`src/rtl/branch_control_if.sv`:
```
// Bundle of branch/jump inputs and the registered next-PC output of branch_control.
interface branch_control_if;
  logic        zero_flag;
  logic        carry_flag;
  logic        msb;
  logic [15:0] branch_label;
  logic [2:0]  brtype;
  logic [31:0] jmp_ra;
  logic [25:0] jmp_label;
  logic [31:0] pc;
  logic [1:0]  counter_selector;
  logic [31:0] incr_pc;

  modport master (
    output zero_flag, carry_flag, msb, branch_label, brtype,
           jmp_ra, jmp_label, pc, counter_selector,
    input  incr_pc
  );

  modport slave (
    input  zero_flag, carry_flag, msb, branch_label, brtype,
           jmp_ra, jmp_label, pc, counter_selector,
    output incr_pc
  );
endinterface

```
`src/rtl/branch_control.sv`:
```
// Next-PC selection: sequential, conditional branch, absolute jump, register jump or hold,
// registered with one cycle of latency.
module branch_control (
  input logic             clk,
  input logic             rst,
  branch_control_if.slave bus
);
  logic [31:0] pc4, br_target, jmp_target, incr_pc_d, incr_pc_q;
  logic        taken;

  always_comb begin
    pc4        = bus.pc + 32'd4;
    br_target  = pc4 + {{14{bus.branch_label[15]}}, bus.branch_label, 2'b00};
    jmp_target = {pc4[31:28], bus.jmp_label, 2'b00};
  end

  always_comb begin
    taken = 1'b0;
    unique case (bus.brtype)
      3'd1:    taken = 1'b1;
      3'd2:    taken = bus.msb;
      3'd3:    taken = bus.zero_flag;
      3'd4:    taken = ~bus.zero_flag;
      3'd5:    taken = bus.carry_flag;
      3'd6:    taken = ~bus.carry_flag;
      default: taken = 1'b0;
    endcase
  end

  always_comb begin
    incr_pc_d = incr_pc_q;
    unique case (bus.counter_selector)
      2'd0:    incr_pc_d = taken ? br_target : pc4;
      2'd1:    incr_pc_d = jmp_target;
      2'd2:    incr_pc_d = bus.jmp_ra;
      default: incr_pc_d = incr_pc_q;
    endcase
  end

  always_ff @(posedge clk) begin
    if (rst) incr_pc_q <= 32'h0;
    else     incr_pc_q <= incr_pc_d;
  end

  assign bus.incr_pc = incr_pc_q;
endmodule

```
`src/flat_wrapper.sv`:
```
// flat-port wrapper written by rule: the top's interface ports become plain ports
module branch_control_flat 
  (clk, rst, bus_zero_flag, bus_carry_flag, bus_msb, bus_branch_label, bus_brtype, bus_jmp_ra, bus_jmp_label, bus_pc, bus_counter_selector, bus_incr_pc);
  branch_control_if bus_i ();
  input logic clk;
  input logic rst;
  input wire logic [$bits(bus_i.zero_flag)-1:0] bus_zero_flag;
  input wire logic [$bits(bus_i.carry_flag)-1:0] bus_carry_flag;
  input wire logic [$bits(bus_i.msb)-1:0] bus_msb;
  input wire logic [$bits(bus_i.branch_label)-1:0] bus_branch_label;
  input wire logic [$bits(bus_i.brtype)-1:0] bus_brtype;
  input wire logic [$bits(bus_i.jmp_ra)-1:0] bus_jmp_ra;
  input wire logic [$bits(bus_i.jmp_label)-1:0] bus_jmp_label;
  input wire logic [$bits(bus_i.pc)-1:0] bus_pc;
  input wire logic [$bits(bus_i.counter_selector)-1:0] bus_counter_selector;
  output wire logic [$bits(bus_i.incr_pc)-1:0] bus_incr_pc;
  assign bus_i.zero_flag = bus_zero_flag;
  assign bus_i.carry_flag = bus_carry_flag;
  assign bus_i.msb = bus_msb;
  assign bus_i.branch_label = bus_branch_label;
  assign bus_i.brtype = bus_brtype;
  assign bus_i.jmp_ra = bus_jmp_ra;
  assign bus_i.jmp_label = bus_jmp_label;
  assign bus_i.pc = bus_pc;
  assign bus_i.counter_selector = bus_counter_selector;
  assign bus_incr_pc = bus_i.incr_pc;
  branch_control u_core (.clk(clk), .rst(rst), .bus(bus_i));
endmodule
```
`config.mk`:
```
export PLATFORM = sky130hd
export DESIGN_NAME = branch_control_flat
export DESIGN_NICKNAME = d
export VERILOG_FILES = /design/src/rtl/branch_control_if.sv /design/src/rtl/branch_control.sv /design/src/flat_wrapper.sv
export SDC_FILE = /design/constraint.sdc
export NUM_CORES = 1
export LEC_CHECK = 0
export ABC_CLOCK_PERIOD_IN_PS = 6400
export BUFFER_PORTS_ARGS = -buffer_cell sky130_fd_sc_hd__buf_2
export CAP_MARGIN = 0
export CORE_MARGIN = 4
export CORE_UTILIZATION = 50
export CTS_CLUSTER_DIAMETER = 40
export CTS_CLUSTER_SIZE = 10
export DETAILED_ROUTE_END_ITERATION = 10
export PLACE_DENSITY = 0.91
export SKIP_LAST_GASP = 1
export SYNTH_ARGS = -nofsm -noshare
export SYNTH_HDL_FRONTEND = slang
export SYNTH_SLANG_ARGS = --single-unit
```
`constraint.sdc`:
```
create_clock -name clk -period 6.4 [get_ports clk]
set_clock_uncertainty 0.1 [all_clocks]
set_input_delay 1.28 -clock clk [delete_from_list [all_inputs] [get_ports clk]]
set_output_delay 1.28 -clock clk [all_outputs]
set_load 0.01 [all_outputs]
```
Word-level counts from Yosys, hierarchy flattened
Index checks and enable logic that the tools add are counted.
W data, S select, Z words.
{"block": "totals", "regBits": 32, "out_inout_bits": 32}
{"block": "op_classes", "addsub": 2, "eq_ne": 8, "mux": 3, "n_bitwise": 2, "reduce_logical": 2}
{"cell": "$pmux W32 S3", "n": 1}
{"cell": "$add A32 B3 Y32 const B", "n": 1}
{"cell": "$add A32 B32 Y32", "n": 1}
{"cell": "$mux W32", "n": 1}
{"cell": "$eq A3 B3 Y1 const B", "n": 3}
{"cell": "$eq A3 B2 Y1 const B", "n": 2}
{"cell": "$pmux W1 S6", "n": 1}
{"cell": "$eq A3 B1 Y1 const B", "n": 1}
{"cell": "$reduce_bool A3 Y1", "n": 1}
{"cell": "$eq A2 B1 Y1 const B", "n": 1}
{"cell": "$eq A2 B2 Y1 const B", "n": 1}
{"cell": "$logic_not A2 Y1", "n": 1}
{"cell": "$not A1 Y1", "n": 2}

Logic depth before layout (Yosys ltp)
Gate-level depths: netlist of the first run.
{"block": "depth", "depth_word": 4, "depth_mapped": 18, "ltp_nobuf": 16}

Worst setup path before layout of the first run
No wires, ideal clock.
{"block": "synth_timing", "kind": "input port to flip-flop", "start": "in bus_pc[6]", "end": "reg u_core.incr_pc_q[28] (netlist: u_core.bus.incr_pc[28])", "setup_time_ns": 0.135, "t_arrival_ns": 4.335, "setup_slack_ns": 1.829, "path_stages": 18, "cell_sequence": "nand4_2 nor2_2 nand4_2 or2_1 buf_6 nor2_1 xor2_1 ha_1 buf_2 a21o_1 a21o_1 a21o_1 a211oi_1 o21ai_0 or4_1 o211ai_1 or4_1 a21oi_1"}
{"block": "synth_via", "elab_chain_cells": 4}
{"element": "start, declared", "line_no": "flat_wrapper.sv:14", "source": "input wire logic [$bits(bus_i.pc)-1:0] bus_pc;"}
{"element": "$add A32 B3 Y32 *", "line_no": "branch_control.sv:12", "source": "pc4 = bus.pc + 32'd4;"}
{"element": "$add A32 B32 Y32", "line_no": "branch_control.sv:13", "source": "br_target = pc4 + {{14{bus.branch_label[15]}}, bus.branch_label, 2'b00};"}
{"element": "$mux W32", "line_no": "branch_control.sv:33", "source": "2'd0: incr_pc_d = taken ? br_target : pc4;"}
{"element": "$pmux W32 S3 *", "line_no": "branch_control.sv:32", "source": "unique case (bus.counter_selector)"}
{"element": "end signal, assigned", "line_no": "branch_control.sv:42", "source": "else incr_pc_q <= incr_pc_d;"}
{"element": "end, declared", "line_no": "branch_control.sv:8", "source": "logic [31:0] pc4, br_target, jmp_target, incr_pc_d, incr_pc_q;"}
Mark *: on every way between the ends. The rest lies on a longest branch, timed or not.
A chain may end at the register's enable or synchronous reset.

Final worst setup path of the first run
{"block": "layout_timing", "start": "in bus_pc[2]", "end": "reg u_core.incr_pc_q[28] (netlist: u_core.bus.incr_pc[28])"}
Same word-level chain as after synthesis.

==> metrics.md, run 1 <==
| Metric | Value |
|---|---|
| Status | `finished clean` |
| Starting Density | `50.9%` |
| Most common library cells after synthesis | `nand2_1 (60), a221oi_1 (47), inv_1 (39)` |
| Crit path max-delay family | `simple AND/OR/NAND/NOR gates` |
| CTS clk-pin slew, worst paths | `0.07 ns` |
| Routed wire length per instance | `17.4 µm` |
| Primary FF master, synth | `dfxtp_1` |
| Synth Cell Area | `4170 µm²` |
| Critical Path AT | `4.91 ns` |
| P&R area growth vs syn | `20.3%` |
| Vias per cell | `6.26` |
| Ant. Diodes | `0` |
| Nets | `835` |
| Die H | `99.3 µm` |
| Number of hold buffers added after CTS | `0` |
| Ratio of cells with drive above 1 in the final layout | `26.5%` |
| First-pass GRT wire length | `21700 µm` |
| Cell Area, Placed | `4930 µm²` |
| Most frequent CP cell | `a21o_1` |
| Area leader, netlist | `dfxtp_1` |
| Post-CTS Resized | `0` |
| Via count | `4928` |
| Startpoint types | `input pin` |
| Root buffer cell | `clkbuf_8` |
| Peak fanout along the critical path | `9` |
| Core Box Area | `8180 µm²` |
| Post-Syn Area per Cell | `7.48 µm²` |
| Antenna Nets Post-Route | `0` |
| Final Hold Vio Count | `0` |
| Drc violations | `0` |
| Setup Viol. Count Final | `0` |
| Post-synth net total | `710` |
| Number of synthesized register bits | `32` |
| Worst path slowest cell | `or4_1` |
| Inserted Clock Buffers | `5` |
| Final GP Congestion | `0.912` |
| Rows | `33` |
| Worst min-delay path category | `reg -> reg` |
| Power Density | `157 nW/µm²` |
| Setup CP Type | `in -> reg` |
| Pins Over Slew Limit | `0` |
| Design area | `5010 µm²` |
| Longest Clk Path Bufs | `2` |
| Final Critical Period | `4.80 ns` |
| H-tree depth reported by CTS | `2` |
| Setup Buffers After CTS | `0` |
| PortBufs | `147` |
| Drt initial violations | `404` |
| Top cells by area, synth | `dfxtp_1 (15%), ha_1 (11%), a221oi_1 (9.9%)` |
| Worst Path Buf+Inv | `1` |
| Number of max-cap violations | `0` |
| CTS tree | `built` |
| Post-Syn Instances | `557` |
| Vias in the first global route | `4561` |
| RSZ-0062 raised after global routing | `no` |
| Die ar. | `9850 µm²` |
| GRT Overall Usage | `26.3%` |
| Router iterations before antenna repair | `6` |
| EDFF count, synth | `0` |
| Async SR Flop Fraction | `0%` |
| GRT overflow | `0` |
| Synth top area share | `15.4%` |
| Worst path cell trace | `buf_2 -> nand3_1 -> nor2_2 -> nand4_2 -> or2_1 -> nor2_1 -> xor2_1 -> ha_1 -> a21o_1 -> a21o_1 -> a21o_1 -> a211oi_1 -> o21ai_0 -> nand3_1 -> o211ai_1 -> or4_1 -> a21oi_1` |
| Worst Tran Pin Value | `1.17 ns` |
| Crit end category | `flop` |
| Worst skew pair latency | `0.28 ns` |
| Period Utilization, post-route | `75.0%` |
| Yosys cell types | `68` |
| Die X | `99.3 µm` |
| Largest net degree at the start of global routing | `67` |
| Fin Setup TNS | `0 ns` |
| Io pins | `148` |
| YS warnings | `0` |
| Total Wirelength | `13700 µm` |
| Fmax | `208 MHz` |
| Top-count cell post-synth | `nand2_1` |
| Critical Path Max Stage Delay | `0.41 ns` |
| Clock Sinks | `32` |
| Max reg flops | `32` |
| Peak VDD IR | `0.0818 mV` |
| Initial antenna violation count | `0` |
| Dpl hpwl | `10800 µm` |
| Post-synthesis sequential area ratio | `15.4%` |
| Critical Path RT | `6.51 ns` |
| Slew HR | `21.7%` |
| Leakage | `2.29 nW` |
==> metal layers <==
layer,global-route usage [%],wire length [µm]
met1,37.6,6030
met2,42.0,6110
met3,3.09,1270
met4,6.93,242
met5,0,0
==> tightest hold or removal path, delay by kind of cell, from the launching register on <==
kind,cells,cell delay [ns]
buffers and inverters,1,0.04
AO/OA/AOI/OAI,1,0.06
flip-flops,1,0.31
==> per-stage QoR <==
stage               utilization, %  hold WS [ns]  cells  setup slack [ns]  power (mW)
floorplan                        -         0.394    557              1.83       0.500
global placement              60.4         0.356    780              1.48       0.621
detailed placement            60.4         0.361    780              1.32       0.634
CTS                           61.3         0.370    787              1.61       0.780
global route                  61.3         0.387    787              1.24       0.838
finish                        61.3         0.367    787              1.60       0.788
==> cell families (layout without fill, tap and decap cells) <==
| logic type | Yosys count | in the layout | synth area share (%) |
|---|---|---|---|
| buf+inv | 71 | 196 | 6.73 |
| fa+ha+maj | 37 | 37 | 11.3 |
| mux | 4 | 4 | 0.991 |
| simple gates | 176 | 176 | 21.8 |
| flops | 32 | 32 | 15.4 |
| compound gates | 194 | 194 | 34.6 |
| xor+xnor | 43 | 43 | 9.22 |
==> where the power goes <==
group          switching (mW)  internal (mW)  total, mW
sequential             0.0103          0.221      0.231
clock                  0.0742         0.0739      0.148
combinational           0.239          0.170      0.409
total                   0.323          0.465      0.788
==> layout make-up <==
class,count,area (µm²)
multi-input cells,454,3260
repair buffers,150,758
clock buffers,6,72.6
clock inverters,1,5.00
inverters,39,146
flip-flops and latches,32,641
fillers,771,3160
well taps,105,131
==> worst paths after layout <==
check / from / end / slack (ns) / cells after the start
worst max-delay path: bus_pc[2] / u_core.bus.incr_pc[28]$_SDFFE_PP0P_ / 1.60 / 17
worst min-delay path: u_core.bus.incr_pc[12]$_SDFFE_PP0P_ / u_core.bus.incr_pc[12]$_SDFFE_PP0P_ / 0.37 / 2
worst max register to register: u_core.bus.incr_pc[29]$_SDFFE_PP0P_ / u_core.bus.incr_pc[29]$_SDFFE_PP0P_ / 5.33 / 3
worst min register to register: u_core.bus.incr_pc[12]$_SDFFE_PP0P_ / u_core.bus.incr_pc[12]$_SDFFE_PP0P_ / 0.37 / 2
==> placed cells by master, fill, tap and decap left out, types with 6 or more instances in the layout <==
cell type / n
a31oi_1: 8
buf_2: 147
o211ai_1: 13
xnor2_1: 26
a21o_1: 19
o21bai_1: 6
inv_1: 39
ha_1: 35
or3_1: 9
nand3_1: 18
dfxtp_1: 32
nand4_1: 9
nand2_1: 60
nor2_1: 32
a221oi_1: 47
xor2_1: 16
o21ai_0: 20
nor3_1: 11
a21oi_1: 37
No activity file was read; power rests on OpenSTA's default activity.
==> inputs of run 2 (changes only) <==
- ABC_AREA: not set -> 1
- ABC_CLOCK_PERIOD_IN_PS: 6400 -> 5000
- PLACE_DENSITY: 0.91 -> 0.89
- clock period: 6.4 -> 5 ns (I/O delays scaled with it)
==> metrics.md, run 2 <==
| Metric | Value |
|---|---|
| Status | `finished clean` |
| Starting Density | `52.1%` |
| Post-CTS Resized | `0` |
| Primary FF master, synth | `dfxtp_1` |
| Yosys cell types | `38` |
| Critical Path AT | `3.83 ns` |
| Async SR Flop Fraction | `0%` |
| Drc violations | `0` |
| Switch share | `42.6%` |
| Setup CP Type | `in -> reg` |
| FILL cells | `967` |
| Router iterations before antenna repair | `7` |
| Vias per cell | `5.52` |
| GRT Overall Usage | `30.2%` |
| Hold WS | `0.441 ns` |
| Largest net degree at the start of global routing | `40` |
| Routed wire length per instance | `15.2 µm` |
| Worst min-delay path category | `reg -> reg` |
| Clock Sinks | `32` |
| Worst Path Buf+Inv | `4` |
| Worst path cell trace | `buf_2 -> ha_1 -> inv_1 -> nor2_2 -> nand2_1 -> inv_2 -> nand3_1 -> xor2_1 -> inv_1 -> ha_1 -> a21oi_1 -> nand2_1 -> a21oi_1 -> nor2_1 -> nor2_1 -> nand2_1 -> nand2_1 -> nand3_1 -> nand2_1 -> a21oi_1` |
| Top-count cell post-synth | `nand2_1` |
| Root buffer cell | `clkbuf_8` |
| Fmax | `265 MHz` |
| Number of hold buffers added after CTS | `0` |
| Core Box Area | `9420 µm²` |
| Startpoint types | `input pin` |
| Die H | `107 µm` |
| First-pass GRT wire length | `28200 µm` |
| PortBufs | `147` |
| Post-synthesis simple-gate area fraction | `41.0%` |
| Top cells by area, synth | `nand2_1 (22%), dfxtp_1 (13%), inv_1 (9.9%)` |
| EDFF count, synth | `0` |
| Final Critical Period | `3.77 ns` |
| Reg2Reg Depth | `2` |
| Number of max-cap violations | `0` |
| Cell Area, Placed | `5720 µm²` |
| CTS clk-pin slew, worst paths | `0.07 ns` |
| Worst slack, placed | `0.974 ns` |
| Dpl hpwl | `14400 µm` |
| Post-synthesis xor/xnor area fraction | `3.93%` |
| Most frequent CP cell | `nand2_1` |
| CTS tree | `built` |
| Slew HR | `33.9%` |
| Io pins | `148` |
| Longest Clk Path Bufs | `2` |
| H-tree depth reported by CTS | `2` |
| Design area | `5830 µm²` |
| Rows | `35` |
| Max reg flops | `32` |
| Worst skew pair latency | `0.28 ns` |
| Gate power share | `50.9%` |
| Worst path slowest cell | `ha_1` |
| Final Hold Vio Count | `0` |
| Clock share of power | `22.2%` |
| Post-synthesis mux area share | `0%` |
| Most common library cells after synthesis | `nand2_1 (286), inv_1 (129), nor2_1 (77)` |
| Pins Over Slew Limit | `0` |
| Compound-Gate Fraction of Synth Area | `20.0%` |
| Ant. Diodes | `0` |
| Via count | `6392` |
| Most frequent cells in the layout | `nand2_1 (286), buf_2 (147), inv_1 (129), nor2_1 (77), a21oi_1 (72)` |
| Crit end category | `flop` |
| Setup Buffers After CTS | `0` |
| Setup Viol. Count Final | `0` |
| Peak VDD IR | `0.158 mV` |
| Nets | `1181` |
| Commonest non-fill, non-tap cell in the layout | `nand2_1` |
| Total Wirelength | `17600 µm` |
| Power Density | `188 nW/µm²` |
| Final total power | `1.10 mW` |
| Area leader, netlist | `nand2_1` |
| Largest family of logic cells by synthesized area | `simple AND/OR/NAND/NOR gates` |
| Worst Slack Setup Final | `1.23 ns` |
| Post-Syn Instances | `896` |
| Die X | `107 µm` |
| GRT overflow | `0` |
| Post-Syn Area per Cell | `5.48 µm²` |
| P_sw | `0.468 mW` |
| WHS Path Cells | `2` |
| Critical Path Max Stage Delay | `0.33 ns` |
| Ratio of cells with drive above 1 in the final layout | `17.5%` |
| Post-synthesis sequential area ratio | `13.1%` |
| P_int | `0.630 mW` |
| Vias in the first global route | `5949` |
| Levels on crit path | `20` |
| Number of synthesized register bits | `32` |
| Period Utilization, post-route | `75.4%` |
| Synth Cell Area | `4910 µm²` |
| Sequential power share | `26.9%` |
| Critical Path RT | `5.06 ns` |
| R2R setup slack | `4.07 ns` |
| Leakage | `3.27 nW` |
| Fin Setup TNS | `0 ns` |
| YS warnings | `0` |
| Synth top area share | `21.9%` |
| RSZ-0062 raised after global routing | `no` |
| P&R area growth vs syn | `18.8%` |
| Inserted Clock Buffers | `5` |
| Synth Area in Adders | `9.59%` |
| Final GP Congestion | `1.01` |
| Initial antenna violation count | `0` |
| Antenna Nets Post-Route | `0` |
| Peak fanout along the critical path | `6` |
| Post-synth net total | `1049` |
| Die ar. | `11500 µm²` |
| Drt initial violations | `670` |
| Worst Tran Pin Value | `0.990 ns` |
| Crit path max-delay family | `simple AND/OR/NAND/NOR gates` |
==> run 2: cell families after synthesis <==
family,count (synthesis)
compound gates,169
xor+xnor,22
fa+ha+maj,37
buf+inv,162
flops,32
simple gates,474
==> run 2: area by class of cell <==
type,instances,area [µm²],area share [%]
clock inverter,2,35.0,0.601
sequential,32,641,11.0
timing repair buffer,149,751,12.9
multi-input combinational,702,3650,62.6
clock buffer,6,72.6,1.24
tap,129,161,2.77
inverter,138,518,8.88
==> run 2: power groups by stage <==
stage | clock, mW | sequential [mW] | combinational, mW
2_1_floorplan | 0 | 0.312 | 0.339
3_3_place_gp | 0 | 0.299 | 0.535
3_5_place_dp | 0 | 0.299 | 0.543
4_1_cts | 0.243 | 0.295 | 0.547
5_1_grt | 0.255 | 0.298 | 0.623
6_report | 0.243 | 0.296 | 0.559
==> run 2: worst paths after layout <==
check                                      startpoint                             endpoint
hold reg to reg   u_core.bus.incr_pc[11]$_SDFFE_PP0P_  u_core.bus.incr_pc[11]$_SDFFE_PP0P_
hold / removal    u_core.bus.incr_pc[11]$_SDFFE_PP0P_  u_core.bus.incr_pc[11]$_SDFFE_PP0P_
setup reg to reg  u_core.bus.incr_pc[19]$_SDFFE_PP0P_  u_core.bus.incr_pc[19]$_SDFFE_PP0P_
setup / recovery                            bus_pc[2]  u_core.bus.incr_pc[27]$_SDFFE_PP0P_
==> run 2: worst min-delay path, cell delays in order (launching register included) <==
cell	delay, ns
dfxtp_1	0.32
o21ai_0	0.08
a21oi_1	0.10
==> run 2: metal layers <==
layer,global-route usage [%],wire [µm]
met1,38.6,6920
met2,49.8,7970
met3,5.42,1910
met4,12.2,814
met5,0,0
==> run 2: metrics by stage <==
step | utilization [%] | std cells
2_1_floorplan | - | 896
3_3_place_gp | 60.8 | 1150
3_5_place_dp | 60.8 | 1150
4_1_cts | 61.9 | 1158
5_1_grt | 61.9 | 1158
6_report | 61.9 | 1158
